**config.mk**
```make
export PLATFORM = sky130hd
export DESIGN_NAME = step_input_conditioner
export DESIGN_NICKNAME = d
export VERILOG_FILES = /design/src/rtl/step_input_conditioner.sv
export SDC_FILE = /design/constraint.sdc
export NUM_CORES = 1
export LEC_CHECK = 0
export CORE_ASPECT_RATIO = 1.25
export CORE_MARGIN = 1
export CORE_UTILIZATION = 60
export DETAILED_ROUTE_END_ITERATION = 12
export GPL_TIMING_DRIVEN = 0
export PLACE_DENSITY_LB_ADDON = 0.15
export SLEW_MARGIN = 25
export SYNTH_ARGS = -nofsm -noshare
export SYNTH_HDL_FRONTEND = slang
export SYNTH_SLANG_ARGS = --single-unit
```
**constraint.sdc**
```tcl
create_clock -name clk -period 6.5 [get_ports clk]
set_input_delay 0.65 -clock clk [delete_from_list [all_inputs] [get_ports clk]]
set_output_delay 0.65 -clock clk [all_outputs]
set_load 0.05 [all_outputs]
```
**src/rtl/step_input_conditioner.sv**
```systemverilog
`default_nettype none
// ============================================================================
// step_input_conditioner: syncs, debounces and auto-repeats a push-button
// into a one-cycle step enable; syncs and double-samples slide switches.
// Rev 1.0
// ============================================================================
module step_input_conditioner #(
  parameter int SW_WIDTH         = 4,
  parameter int DEBOUNCE_CYCLES  = 1_000_000,
  parameter int HOLD_CYCLES      = 50_000_000,
  parameter int REPEAT_CYCLES    = 10_000_000,
  parameter int SW_SAMPLE_CYCLES = 1_000_000
) (
  input  logic                clk,
  input  logic                rst,
  input  logic                btn_raw,
  input  logic [SW_WIDTH-1:0] sw_raw,
  output logic                btn_level,
  output logic                step_pulse,
  output logic [SW_WIDTH-1:0] sw_level,
  output logic                sw_changed,
  output logic [7:0]          step_count
);

  localparam int DEB_W = (DEBOUNCE_CYCLES  > 2) ? $clog2(DEBOUNCE_CYCLES)  : 1;
  localparam int HLD_W = (HOLD_CYCLES      > 2) ? $clog2(HOLD_CYCLES)      : 1;
  localparam int REP_W = (REPEAT_CYCLES    > 2) ? $clog2(REPEAT_CYCLES)    : 1;
  localparam int SMP_W = (SW_SAMPLE_CYCLES > 2) ? $clog2(SW_SAMPLE_CYCLES) : 1;

  localparam logic [DEB_W-1:0] DEB_LAST = DEB_W'(DEBOUNCE_CYCLES - 1);
  localparam logic [HLD_W-1:0] HLD_LAST = HLD_W'(HOLD_CYCLES - 1);
  localparam logic [REP_W-1:0] REP_LAST = REP_W'(REPEAT_CYCLES - 1);
  localparam logic [SMP_W-1:0] SMP_LAST = SMP_W'(SW_SAMPLE_CYCLES - 1);

  typedef enum logic [1:0] {
    ST_IDLE   = 2'd0,
    ST_HELD   = 2'd1,
    ST_REPEAT = 2'd2
  } state_t;

  logic                btn_meta_q, btn_meta_d;
  logic                btn_sync_q, btn_sync_d;
  logic [SW_WIDTH-1:0] sw_meta_q, sw_meta_d;
  logic [SW_WIDTH-1:0] sw_sync_q, sw_sync_d;
  logic [DEB_W-1:0]    deb_cnt_q, deb_cnt_d;
  logic                btn_level_q, btn_level_d;
  state_t              state_q, state_d;
  logic [HLD_W-1:0]    hold_cnt_q, hold_cnt_d;
  logic [REP_W-1:0]    rep_cnt_q, rep_cnt_d;
  logic                step_pulse_q, step_pulse_d;
  logic [7:0]          step_count_q, step_count_d;
  logic [SMP_W-1:0]    smp_cnt_q, smp_cnt_d;
  logic [SW_WIDTH-1:0] sw_sample_q, sw_sample_d;
  logic [SW_WIDTH-1:0] sw_level_q, sw_level_d;
  logic                sw_changed_q, sw_changed_d;
  logic                sw_tick;
  logic [SW_WIDTH-1:0] sw_agree;

  // Two-flop synchronizers and button debounce counter
  always_comb begin
    btn_meta_d  = btn_raw;
    btn_sync_d  = btn_meta_q;
    sw_meta_d   = sw_raw;
    sw_sync_d   = sw_meta_q;
    deb_cnt_d   = '0;
    btn_level_d = btn_level_q;
    if (btn_sync_q != btn_level_q) begin
      if (deb_cnt_q == DEB_LAST) begin
        btn_level_d = btn_sync_q;
      end else begin
        deb_cnt_d = deb_cnt_q + DEB_W'(1);
      end
    end
  end

  // Step FSM: release always takes priority over a pulse due the same cycle
  always_comb begin
    state_d      = state_q;
    hold_cnt_d   = hold_cnt_q;
    rep_cnt_d    = rep_cnt_q;
    step_pulse_d = 1'b0;
    unique case (state_q)
      ST_IDLE: begin
        if (btn_level_q) begin
          step_pulse_d = 1'b1;
          hold_cnt_d   = '0;
          state_d      = ST_HELD;
        end
      end
      ST_HELD: begin
        if (!btn_level_q) begin
          state_d = ST_IDLE;
        end else if (hold_cnt_q == HLD_LAST) begin
          step_pulse_d = 1'b1;
          rep_cnt_d    = '0;
          state_d      = ST_REPEAT;
        end else begin
          hold_cnt_d = hold_cnt_q + HLD_W'(1);
        end
      end
      ST_REPEAT: begin
        if (!btn_level_q) begin
          state_d = ST_IDLE;
        end else if (rep_cnt_q == REP_LAST) begin
          step_pulse_d = 1'b1;
          rep_cnt_d    = '0;
        end else begin
          rep_cnt_d = rep_cnt_q + REP_W'(1);
        end
      end
      default: state_d = ST_IDLE;
    endcase
    step_count_d = step_count_q + {7'd0, step_pulse_d};
  end

  // A switch bit moves only when the new sample matches the previous one
  always_comb begin
    sw_tick      = (smp_cnt_q == SMP_LAST);
    smp_cnt_d    = sw_tick ? '0 : smp_cnt_q + SMP_W'(1);
    sw_agree     = ~(sw_sync_q ^ sw_sample_q);
    sw_sample_d  = sw_sample_q;
    sw_level_d   = sw_level_q;
    sw_changed_d = 1'b0;
    if (sw_tick) begin
      sw_sample_d  = sw_sync_q;
      sw_level_d   = (sw_level_q & ~sw_agree) | (sw_sync_q & sw_agree);
      sw_changed_d = (sw_level_d != sw_level_q);
    end
  end

  always_ff @(posedge clk) begin
    if (rst) begin
      btn_meta_q   <= 1'b0;
      btn_sync_q   <= 1'b0;
      sw_meta_q    <= '0;
      sw_sync_q    <= '0;
      deb_cnt_q    <= '0;
      btn_level_q  <= 1'b0;
      state_q      <= ST_IDLE;
      hold_cnt_q   <= '0;
      rep_cnt_q    <= '0;
      step_pulse_q <= 1'b0;
      step_count_q <= '0;
      smp_cnt_q    <= '0;
      sw_sample_q  <= '0;
      sw_level_q   <= '0;
      sw_changed_q <= 1'b0;
    end else begin
      btn_meta_q   <= btn_meta_d;
      btn_sync_q   <= btn_sync_d;
      sw_meta_q    <= sw_meta_d;
      sw_sync_q    <= sw_sync_d;
      deb_cnt_q    <= deb_cnt_d;
      btn_level_q  <= btn_level_d;
      state_q      <= state_d;
      hold_cnt_q   <= hold_cnt_d;
      rep_cnt_q    <= rep_cnt_d;
      step_pulse_q <= step_pulse_d;
      step_count_q <= step_count_d;
      smp_cnt_q    <= smp_cnt_d;
      sw_sample_q  <= sw_sample_d;
      sw_level_q   <= sw_level_d;
      sw_changed_q <= sw_changed_d;
    end
  end

  assign btn_level  = btn_level_q;
  assign step_pulse = step_pulse_q;
  assign sw_level   = sw_level_q;
  assign sw_changed = sw_changed_q;
  assign step_count = step_count_q;

endmodule
`default_nettype wire

```
After elaboration in Yosys (flattened, before gate mapping):

Index checks and enable logic that the tools add are counted.

* output and inout bits: 15
* bits in registers: 121
* logic and storage cells: 73

* equality and inequality tests: 15
* bitwise logic cells: 8
* reduce and logical (&&, ||, !) cells: 10
* mux-type cells: 20
* $add $sub $neg: 5

Operator list (count)
* $mux 24: 4
* $mux 26: 3
* $pmux 26 s2: 1
* $pmux 24 s2: 1
* $add 20x1->20 const B: 2
* $eq 20x20->1 const B: 2
* $add 26x1->26 const B: 1
* $eq 26x26->1 const B: 1
* $add 24x1->24 const B: 1
* $eq 24x24->1 const B: 1
* $ne 2x2->1 const B: 6
* $add 8x1->8: 1
* $and 4x4->4: 2
* $mux 2: 4
* $not 4->4: 2
* $reduce_and 4->1: 2
* $pmux 2 s3: 1
* $mux 1: 5
* $ne 4x4->1: 1
* $or 4x4->4: 1
* $reduce_bool 2->1: 2
* $reduce_or 2->1: 2
* $xor 4x4->4: 1
* $ne 3x3->1 const B: 1
* 9 further kinds: 10

Depth between registers and ports, before layout:

Gate-level depths: netlist (run 1).

* depth in word-level cells: 6
* gate-level depth with buffers: 12

Worst setup path before layout (run 1):

Ideal clock, no wire load.

* kind: reg2reg
* start point: register hold_cnt_q[9]
* end point: register step_count_q[5] (netlist: step_count[5])
* data required time: 6.372 ns
* data arrival time: 2.521 ns
* library setup time: 0.128 ns
* period minus slack after synthesis: 2.649 ns
* slack: 3.851 ns
* stages on the path, launching flop included: 11
* cells stage by stage: dfxtp_1 -> or4_4 -> or4_1 -> nor4_1 -> o21ai_0 -> a21oi_1 -> ha_1 -> and3_1 -> nand3_1 -> xor2_1 -> nor2_1

* cells in the longest elaborated chain, start to end: 5

RTL lines
* start, declared: RTL line 48 `logic [HLD_W-1:0] hold_cnt_q, hold_cnt_d;`
* start signal, assigned: RTL line 156 `hold_cnt_q <= hold_cnt_d;`
* $eq 26x26->1: RTL line 93 `end else if (hold_cnt_q == HLD_LAST) begin`
* $mux 1: RTL line 93
* $mux 1: RTL line 91 `if (!btn_level_q) begin`
* $pmux 1 s3: RTL line 82 `unique case (state_q)`
* named net step_pulse_d: RTL line 50 `logic step_pulse_q, step_pulse_d;`
* $add 8x1->8: RTL line 113 `step_count_d = step_count_q + {7'd0, step_pulse_d};`
* end signal, assigned: RTL line 159 `step_count_q <= step_count_d;`
* end, declared: RTL line 51 `logic [7:0] step_count_q, step_count_d;`

The timed path passes the listed nets, and every way through them passes these cells.
A chain may end at the register's enable or synchronous reset.

Worst setup path after layout (run 1):

* start point: register hold_cnt_q[9]
* end point: register step_count_q[7] (netlist: step_count[7])

Same word-level chain as after synthesis.

==> out/qor.csv, run 1 <==
metric,value,unit
worstMarginPinSlew,0.566,ns
synth-xor-area-share,6.92,%
crit_buf_inv,0,
overflow,0,
crit_arrival,3.23,ns
place_congestion,0.852,
ir_drop,0.217,mV
hold_violations,0,
relSlewSlack,62.2,%
worstSetupEndpointType,register,
min_period,2.95,ns
p_int,1.48,mW
ctsHoldBuffers,0,
dieArea,9880,µm²
crit_chain,"or4_4, or4_1, nor4_1, o21ai_0, a21oi_1, ha_1, and3_1, nand3_1, xor2_1, nor2_1",
core,9170,µm²
crit_family,simple AND/OR/NAND/NOR gates,
netlist-cell-type-count,47,
slowest_stage,or4_4,
nFillCells,692,
path_class,reg -> reg,
power_frac_comb,1.4,%
tns,0,ns
rsz0062_at_grt,no,
die_h,111,µm
clkTransAtPathRegs,0.06,ns
finalPower,1.84,mW
max-clock-path-buffers,2,
synth_seq_cells,121,
cts_resized,0,
die_width,89.1,µm
cp_max_fo,6,
ys_async_sr_fraction,0,%
synth_area,5690,µm²
drtIter0Drc,270,
antenna_found_initial,0,
p_leak,2.16,nW
grt_pass1_vias,4998,
grt_max_degree,17,
routed_via_density,6.12,
insertion_delay,0.42,ns
fmax,340,MHz
cts_tree,done,
dp_hpwl,8650,µm
start_util,62.1,%
clkSinkCount,121,
htreeDepth,4,
synth_top_family_by_area,simple AND/OR/NAND/NOR gates,
syn-instance-count,672,
syn_area_per_cell,8.47,µm²
synth_mux_area_share,1.08,%
syn_to_final_growth,18.0,%
drtPass1Iterations,5,
cts.root.buffer_cell,clkbuf_16,
ys_warn_count,0,
ant_nets,0,
start_kind,register,
cellPowerDensity,273,nW/µm²
synthAdderAreaFrac,2.20,%
drt_drc_violations_left,0,
grt_usage,29.0,%
drive_gt1_share,7.18,%
clockPowerShare,57.8,%
syn-num-nets,689,
postCtsSetupRepairBufs,0,
pin_count,22,
routedWlPerCell,15.6,µm
hp-class,reg -> reg,
via_count,5183,
synthFlopType,dfxtp_1,
grt_pass1_wl,22500,µm
setup_violations,0,
synth-edff-count,0,
insertedDiodeCount,0,
worstPathRequired,6.79,ns
sw_frac_of_total,19.6,%
critPathMaxStageDelay,0.58,ns
worst_clock_skew,0.0101,ns
fin_nets,728,
drv_cap,0,
seq_power_share,40.9,%
finalCritPeriodShare,45.3,%
outcome,"complete, no violations",
cts_made_buffers,17,
power.switching,0.360,mW
synth_compound_area_share,13.4,%
ys_seq_area_share,42.5,%
synthSimpleGateAreaFrac,30.1,%
routed_wl,13200,µm
io_buffers,20,
rows,39,
slew_viol_final,0,
[metal layers]
metal  track usage (%)  routed length [µm]  vias up
li1                  -                   -     2530
met1              35.1                5760     2487
met2              47.3                6590      134
met3              6.70                 557       32
met4              14.1                 334        0
met5                 0                   0        -
[worst paths after layout]
kind / start / end / slack (ns) / cells after the start
max reg2reg: hold_cnt_q[9] / step_count[7] / 3.55 / 10
max: hold_cnt_q[9] / step_count[7] / 3.55 / 10
min reg2reg: btn_meta_q / btn_sync_q / 0.44 / 1
min: btn_meta_q / btn_sync_q / 0.44 / 1
[cells by family after synthesis]
family,Yosys count
compound gates,129
simple gates,310
fa+ha+maj,10
mux,6
buf+inv,51
xor+xnor,45
flops,121
[per-stage QoR]
step	hold WS [ns]	util [%]	instance area, µm²	worst slack [ns]	instances
floorplan	0.414	-	5690	3.85	672
global placement	0.424	65.9	6050	3.57	815
detailed placement	0.428	65.9	6050	3.56	815
CTS	0.440	73.2	6720	3.55	847
global route	0.455	73.2	6720	3.30	847
finish	0.442	73.2	6720	3.55	847
[sequential cells by signal (all words and copies together), names as in the netlist]
register,flops
smp_cnt_q,20
btn_meta_q,1
sw_level,4
step_count,8
sw_sync_q,4
rep_cnt_q,24
btn_sync_q,1
sw_sample_q,4
step_pulse,1
sw_meta_q,4
deb_cnt_q,20
sw_changed,1
hold_cnt_q,26
btn_level,1
state_q,2
[power by group through the flow]
| stage | clock network [mW] | logic (mW) | registers (mW) |
|---|---|---|---|
| after floorplan | 0 | 0.0160 | 0.765 |
| after global placement | 0 | 0.0243 | 0.766 |
| after detailed placement | 0 | 0.0249 | 0.766 |
| after CTS | 1.07 | 0.0254 | 0.750 |
| after global routing | 1.10 | 0.0282 | 0.751 |
| final | 1.06 | 0.0252 | 0.751 |
[placed cells by master, fill, tap and decap left out, types with 3 or more instances in the layout]
cell type          n
nand3_1           39
xor2_1            18
a21o_1             3
and4_1             8
nor3_1            17
ha_1              10
o21ai_0           30
mux2i_1            5
nor2_1            75
and2_1             4
clkbuf_1          24
nor4_1             5
nand4_1           28
nand2b_1           4
nand2_1           37
and3_1            15
or3_1             18
or4_1             32
a211oi_1           4
a21oi_1           54
clkdlybuf4s50_1   20
or2_2              3
clkbuf_8           4
o31ai_1           28
bufinv_16          5
clkbuf_16         17
clkinv_2           3
inv_1             20
nor2b_1           12
buf_2              4
xnor2_1           27
dfxtp_1          121
[cell type report]
| type | instances | area (µm²) | area share [%] |
|---|---|---|---|
| inverter | 20 | 75.1 | 1.12 |
| tap | 123 | 154 | 2.29 |
| clock inverter | 11 | 190 | 2.83 |
| sequential | 121 | 2420 | 36.1 |
| timing repair buffer | 20 | 200 | 2.98 |
| buffer | 31 | 136 | 2.03 |
| multi-input combinational | 500 | 3060 | 45.5 |
| clock buffer | 21 | 480 | 7.15 |
[cells in the mapped netlist, types with 17 or more instances]
| master | instances | area, µm² |
|---|---|---|
| nand2_1 | 37 | 139 |
| nand3_1 | 39 | 195 |
| inv_1 | 20 | 75.1 |
| or4_1 | 32 | 240 |
| o21ai_0 | 30 | 150 |
| xnor2_1 | 27 | 236 |
| a21oi_1 | 54 | 270 |
| xor2_1 | 18 | 158 |
| clkbuf_1 | 24 | 90.1 |
| dfxtp_1 | 121 | 2420 |
| o31ai_1 | 28 | 210 |
| nor3_1 | 17 | 85.1 |
| or3_1 | 18 | 113 |
| nand4_1 | 28 | 175 |
| nor2_1 | 75 | 282 |
[worst register-to-register path: cells and delay by family, from the launching register on]
kind	cells	cell delay (ns)
AO/OA/AOI/OAI	2	0.36
adder cells (fa/ha/maj)	1	0.21
XOR/XNOR	1	0.15
AND/OR/NAND/NOR	6	1.75
flip-flops	1	0.35
Note: power is estimated with default switching activity, not from simulation.
==> inputs of run 2 (changes only) <==
- clock period: 6.5 -> 2.75 ns (I/O delays scaled with it)
==> run 2 against run 1 <==
  * Sequential cell count unchanged
  * Largest power group unchanged
  * Clock power increased by 140%
  * Hold slack got worse by 0.14 ns
  * Critical endpoint unchanged
  * Die area unchanged
  * Utilization increased by 1.5 points
  * Total power increased by 140%
==> out/qor.csv, run 2 (synthesis gave the netlist of run 1 again) <==
metric,value,unit
nFillCells,657,
fin_util,74.7,%
top_regs,"hold_cnt_q: 26 flops, rep_cnt_q: 24 flops",
min_period,2.75,ns
drtIter0Drc,274,
seqCellArea,2430,µm²
rsz0062_at_grt,yes,
grt_util_met2,48.4,%
pre_cts_ws,-0.185,ns
final_common_cell,dfxtp_1,
path_class,reg -> reg,
grt.busiest_layer,met2,
tns,0,ns
grt_util_met3,7.22,%
finalCritPeriodShare,100,%
die_h,111,µm
critPathMaxStageDelay,0.54,ns
slowest_stage,or4_4,
antenna_found_initial,0,
pin_count,22,
place_congestion,0.852,
multi_input_area,3120,µm²
drive_gt1_share,10.2,%
worst_clock_skew,0.00747,ns
rrSetupSlack,0.0009,ns
grtUsageMet1,34.7,%
max-clock-path-buffers,2,
cts.root.buffer_cell,clkbuf_16,
stdcell_area,6860,µm²
fmax,364,MHz
ant_nets,0,
stdcell_count,857,
cellPowerDensity,633,nW/µm²
dieArea,9880,µm²
syn_to_final_growth,20.4,%
dp_hpwl,8650,µm
routedWlPerCell,16.1,µm
fin_nets,738,
layout_setup_ws,0.000876,ns
finalPower,4.34,mW
worstMarginPinSlew,0.572,ns
holdWs,0.307,ns
relSlewSlack,61.8,%
worstPathRequired,3.04,ns
io_buffers,20,
drv_cap,0,
crit_buf_inv,0,
worstSetupEndpointType,register,
start_kind,register,
drt_drc_violations_left,0,
top_register,hold_cnt_q,
crit_chain,"or4_4, or4_4, nor4_4, o21ai_2, a21oi_2, ha_2, and3_4, nand3_2, xor2_1, nor2_1",
insertedDiodeCount,0,
core,9170,µm²
cts_made_buffers,17,
grt_pass1_wl,22800,µm
ir_drop,0.523,mV
hold_start,rst,
routed_wl,13800,µm
rows,39,
cp_max_fo,3,
htreeDepth,4,
overflow,0,
insertion_delay,0.42,ns
largest_register_ffs,26,
rr_startpoint,hold_cnt_q[10],
dpl_cell_area,6050,µm²
hold_violations,0,
drtPass1Iterations,5,
die_width,89.1,µm
cp-startpoint,hold_cnt_q[10],
grt_pass1_vias,5090,
routed_via_density,6.15,
crit_path_frequent_cell,or4_4,
hp-class,in -> reg,
cts_tree,done,
grt_usage,29.4,%
outcome,"complete, no violations",
place_inst,815,
p_leak,2.20,nW
crit_family,simple AND/OR/NAND/NOR gates,
crit_arrival,3.04,ns
grt_max_degree,17,
clkSinkCount,121,
via_count,5269,
clkTransAtPathRegs,0.06,ns
mostFrequentLayoutCells,"118 x dfxtp_1, 75 x nor2_1, 53 x a21oi_1, 37 x nand2_1, 37 x nand3_1",
slew_viol_final,0,
setup_violations,0,
start_util,62.1,%
[run 2: cell count changes in the layout (fill, tap and decap cells not counted), sizes merged]
| cell | before | now |
|---|---|---|
| clkbuf | 45 | 44 |
| buf | 7 | 18 |
[run 2: report_power, final]
group / switching (mW) / total (mW) / internal, mW / leakage (nW)
clock network: 0.805 / 2.51 / 1.70 / 0.329
registers: 0.00917 / 1.77 / 1.77 / 0.979
logic: 0.0386 / 0.0598 / 0.0212 / 0.897
total: 0.853 / 4.34 / 3.49 / 2.20
[run 2: worst paths after layout]
path / end / cells after the start
max: step_count[7] / 10
min: sw_sync_q[3] / 2
max reg2reg: step_count[7] / 10
min reg2reg: btn_sync_q / 1
[run 2: layout make-up]
cell class / count / share of cell area [%]
tap: 123 / 2.24
inverter: 20 / 1.09
multi-input combinational: 500 / 45.4
clock buffer: 21 / 7.01
buffer: 30 / 1.93
clock inverter: 11 / 2.77
timing repair buffer: 31 / 4.12
sequential: 121 / 35.4
[run 2: per-layer routing]
metal	wire length, µm	share of wire (%)	vias up
li1	-	-	2548
met1	5790	42	2526
met2	6960	51	163
met3	656	4.8	32
met4	367	2.7	0
met5	0	0	-
[run 2: what timing repair did]
action                                  4_1_cts  5_1_grt
pin swaps                                     5        4
hold buffers                                  0        0
buffers inserted                              7        4
endpoints found under the setup margin        7       36
gates cloned                                  0        0
gates resized for setup                       4       11
==> inputs of run 3 (changes only) <==
- CORE_ASPECT_RATIO: 1.25 -> 0.7
- CORE_MARGIN: 1 -> 8
==> run 3 against run 2 <==
  * The flow now finishes with violations (setup timing)
  * Non-clock buffer count shrank 8
  * Clock power is 8.4% lower
  * Routed wire length rose by 2.5%
  * Largest power group unchanged
  * Sequential power hardly changed
  * Final cell count fell by 0.82%
  * Sequential cell count unchanged
  * Via count rose by 0.82%
  * Combinational power up 1%
  * Global-route usage decreased by 7.5 points
==> out/qor.csv, run 3 (synthesis gave the netlist of run 1 again) <==
metric,value,unit
antenna_found_initial,0,
hp-class,in -> reg,
dieArea,12900,µm²
hold_violations,0,
clkSinkCount,121,
pin_count,22,
overflow,0,
grt_usage,21.9,%
drv_cap,0,
largest_register_ffs,26,
fin_nets,730,
sw_frac_of_total,21.6,%
ant_nets,0,
outcome,"complete, but fails checks",
grt_pass1_wl,23900,µm
clockPowerShare,55.6,%
tns,-0.00357,ns
routedWlPerCell,16.6,µm
worst_clock_skew,0.00538,ns
cts_tree,done,
mostFrequentLayoutCells,"118 x dfxtp_1, 75 x nor2_1, 53 x a21oi_1, 38 x nand3_1, 37 x nand2_1",
nFillCells,679,
clkTransAtPathRegs,0.06,ns
drtPass1Iterations,5,
layout_setup_ws,-0.00357,ns
p_int,3.24,mW
htreeDepth,4,
path_class,reg -> reg,
start_util,62.3,%
cts_made_buffers,17,
via_count,5312,
cts.root.buffer_cell,clkbuf_16,
routed_via_density,6.25,
top_register,hold_cnt_q,
drt_drc_violations_left,0,
violations,setup timing,
worstMarginPinSlew,0.652,ns
stdcell_count,850,
start_kind,register,
insertedDiodeCount,0,
grt_pass1_vias,5120,
p_leak,2.13,nW
dp_hpwl,9300,µm
core,9140,µm²
cp_max_fo,3,
seq_power_share,42.9,%
worstSetupEndpointType,register,
routed_wl,14100,µm
die_width,132,µm
io_buffers,20,
top_regs,"hold_cnt_q: 26 flops, rep_cnt_q: 24 flops",
setup_violations,1,
rows,29,
crit_arrival,3.04,ns
syn_to_final_growth,18.1,%
rsz0062_at_grt,yes,
die_h,97.5,µm
relSlewSlack,56.5,%
place_congestion,0.841,
finalCritPeriodShare,100,%
drive_gt1_share,9.09,%
max-clock-path-buffers,2,
power_frac_comb,1.5,%
fmax,363,MHz
worstPathRequired,3.04,ns
multi_input_area,3100,µm²
ir_drop,0.464,mV
place_inst,816,
final_common_cell,dfxtp_1,
slew_viol_final,0,
min_period,2.75,ns
drtIter0Drc,449,
power.switching,0.893,mW
insertion_delay,0.42,ns
cellPowerDensity,615,nW/µm²
grt_max_degree,17,
seqCellArea,2430,µm²
[run 3: metal layers]
layer	vias to the layer above	global-route usage (%)	share of wire [%]
met5	-	0	0
met4	0	8.70	1.6
met3	31	5.94	7.0
met2	225	34.4	47
met1	2513	27.9	45
li1	2543	-	-
[run 3: layout make-up]
type                       count  area share [%]
multi-input combinational    500            46.1
sequential                   121            36.1
clock buffer                  19            6.59
timing repair buffer          23            3.31
clock inverter                13            2.51
tap                          124            2.31
buffer                        30            1.97
inverter                      20            1.12
[run 3: final timing paths]
kind                                      from            end  slack (ns)  cells past startpoint
worst min-delay path                       rst   sw_meta_q[3]        0.30                      2
worst min register to register    sw_meta_q[0]   sw_sync_q[0]        0.45                      1
worst max-delay path            hold_cnt_q[11]  step_count[5]      -0.004                     10
worst max register to register  hold_cnt_q[11]  step_count[5]      -0.004                     10
[run 3: timing repair]
item                       in CTS  in global routing
pin swaps                       5                  1
cloned                          0                  0
hold buffers                    0                  0
setup endpoints to repair       7                 20
gates resized for setup        10                  4
setup buffers                   0                  3
[run 3: critical path: stages, from the launching register on]
cell	delay, ns
dfxtp_2	0.33
or4_4	0.57
or4_4	0.52
nor4_4	0.19
o21ai_2	0.10
a21oi_2	0.18
ha_2	0.20
and3_4	0.20
nand3_1	0.09
xor2_1	0.18
nor2_1	0.05
[run 3: power groups by stage]
stage	clock network (mW)	logic (mW)	registers, mW
after floorplan	0	0.0378	1.81
after global placement	0	0.0587	1.81
after detailed placement	0	0.0598	1.81
after CTS	2.31	0.0599	1.77
after global routing	2.40	0.0670	1.77
final	2.30	0.0604	1.77
[run 3: through the flow]
step	total power, mW	utilization [%]	hold WS (ns)	worst slack [ns]	instance area (µm²)
2_1_floorplan	1.85	-	0.403	0.101	5690
3_3_place_gp	1.87	66.1	0.424	-0.267	6050
3_5_place_dp	1.87	66.1	0.430	-0.328	6050
4_1_cts	4.14	73.2	0.293	0.00248	6700
5_1_grt	4.24	73.5	0.345	-0.0787	6730
6_report	4.13	73.5	0.301	-0.00357	6730
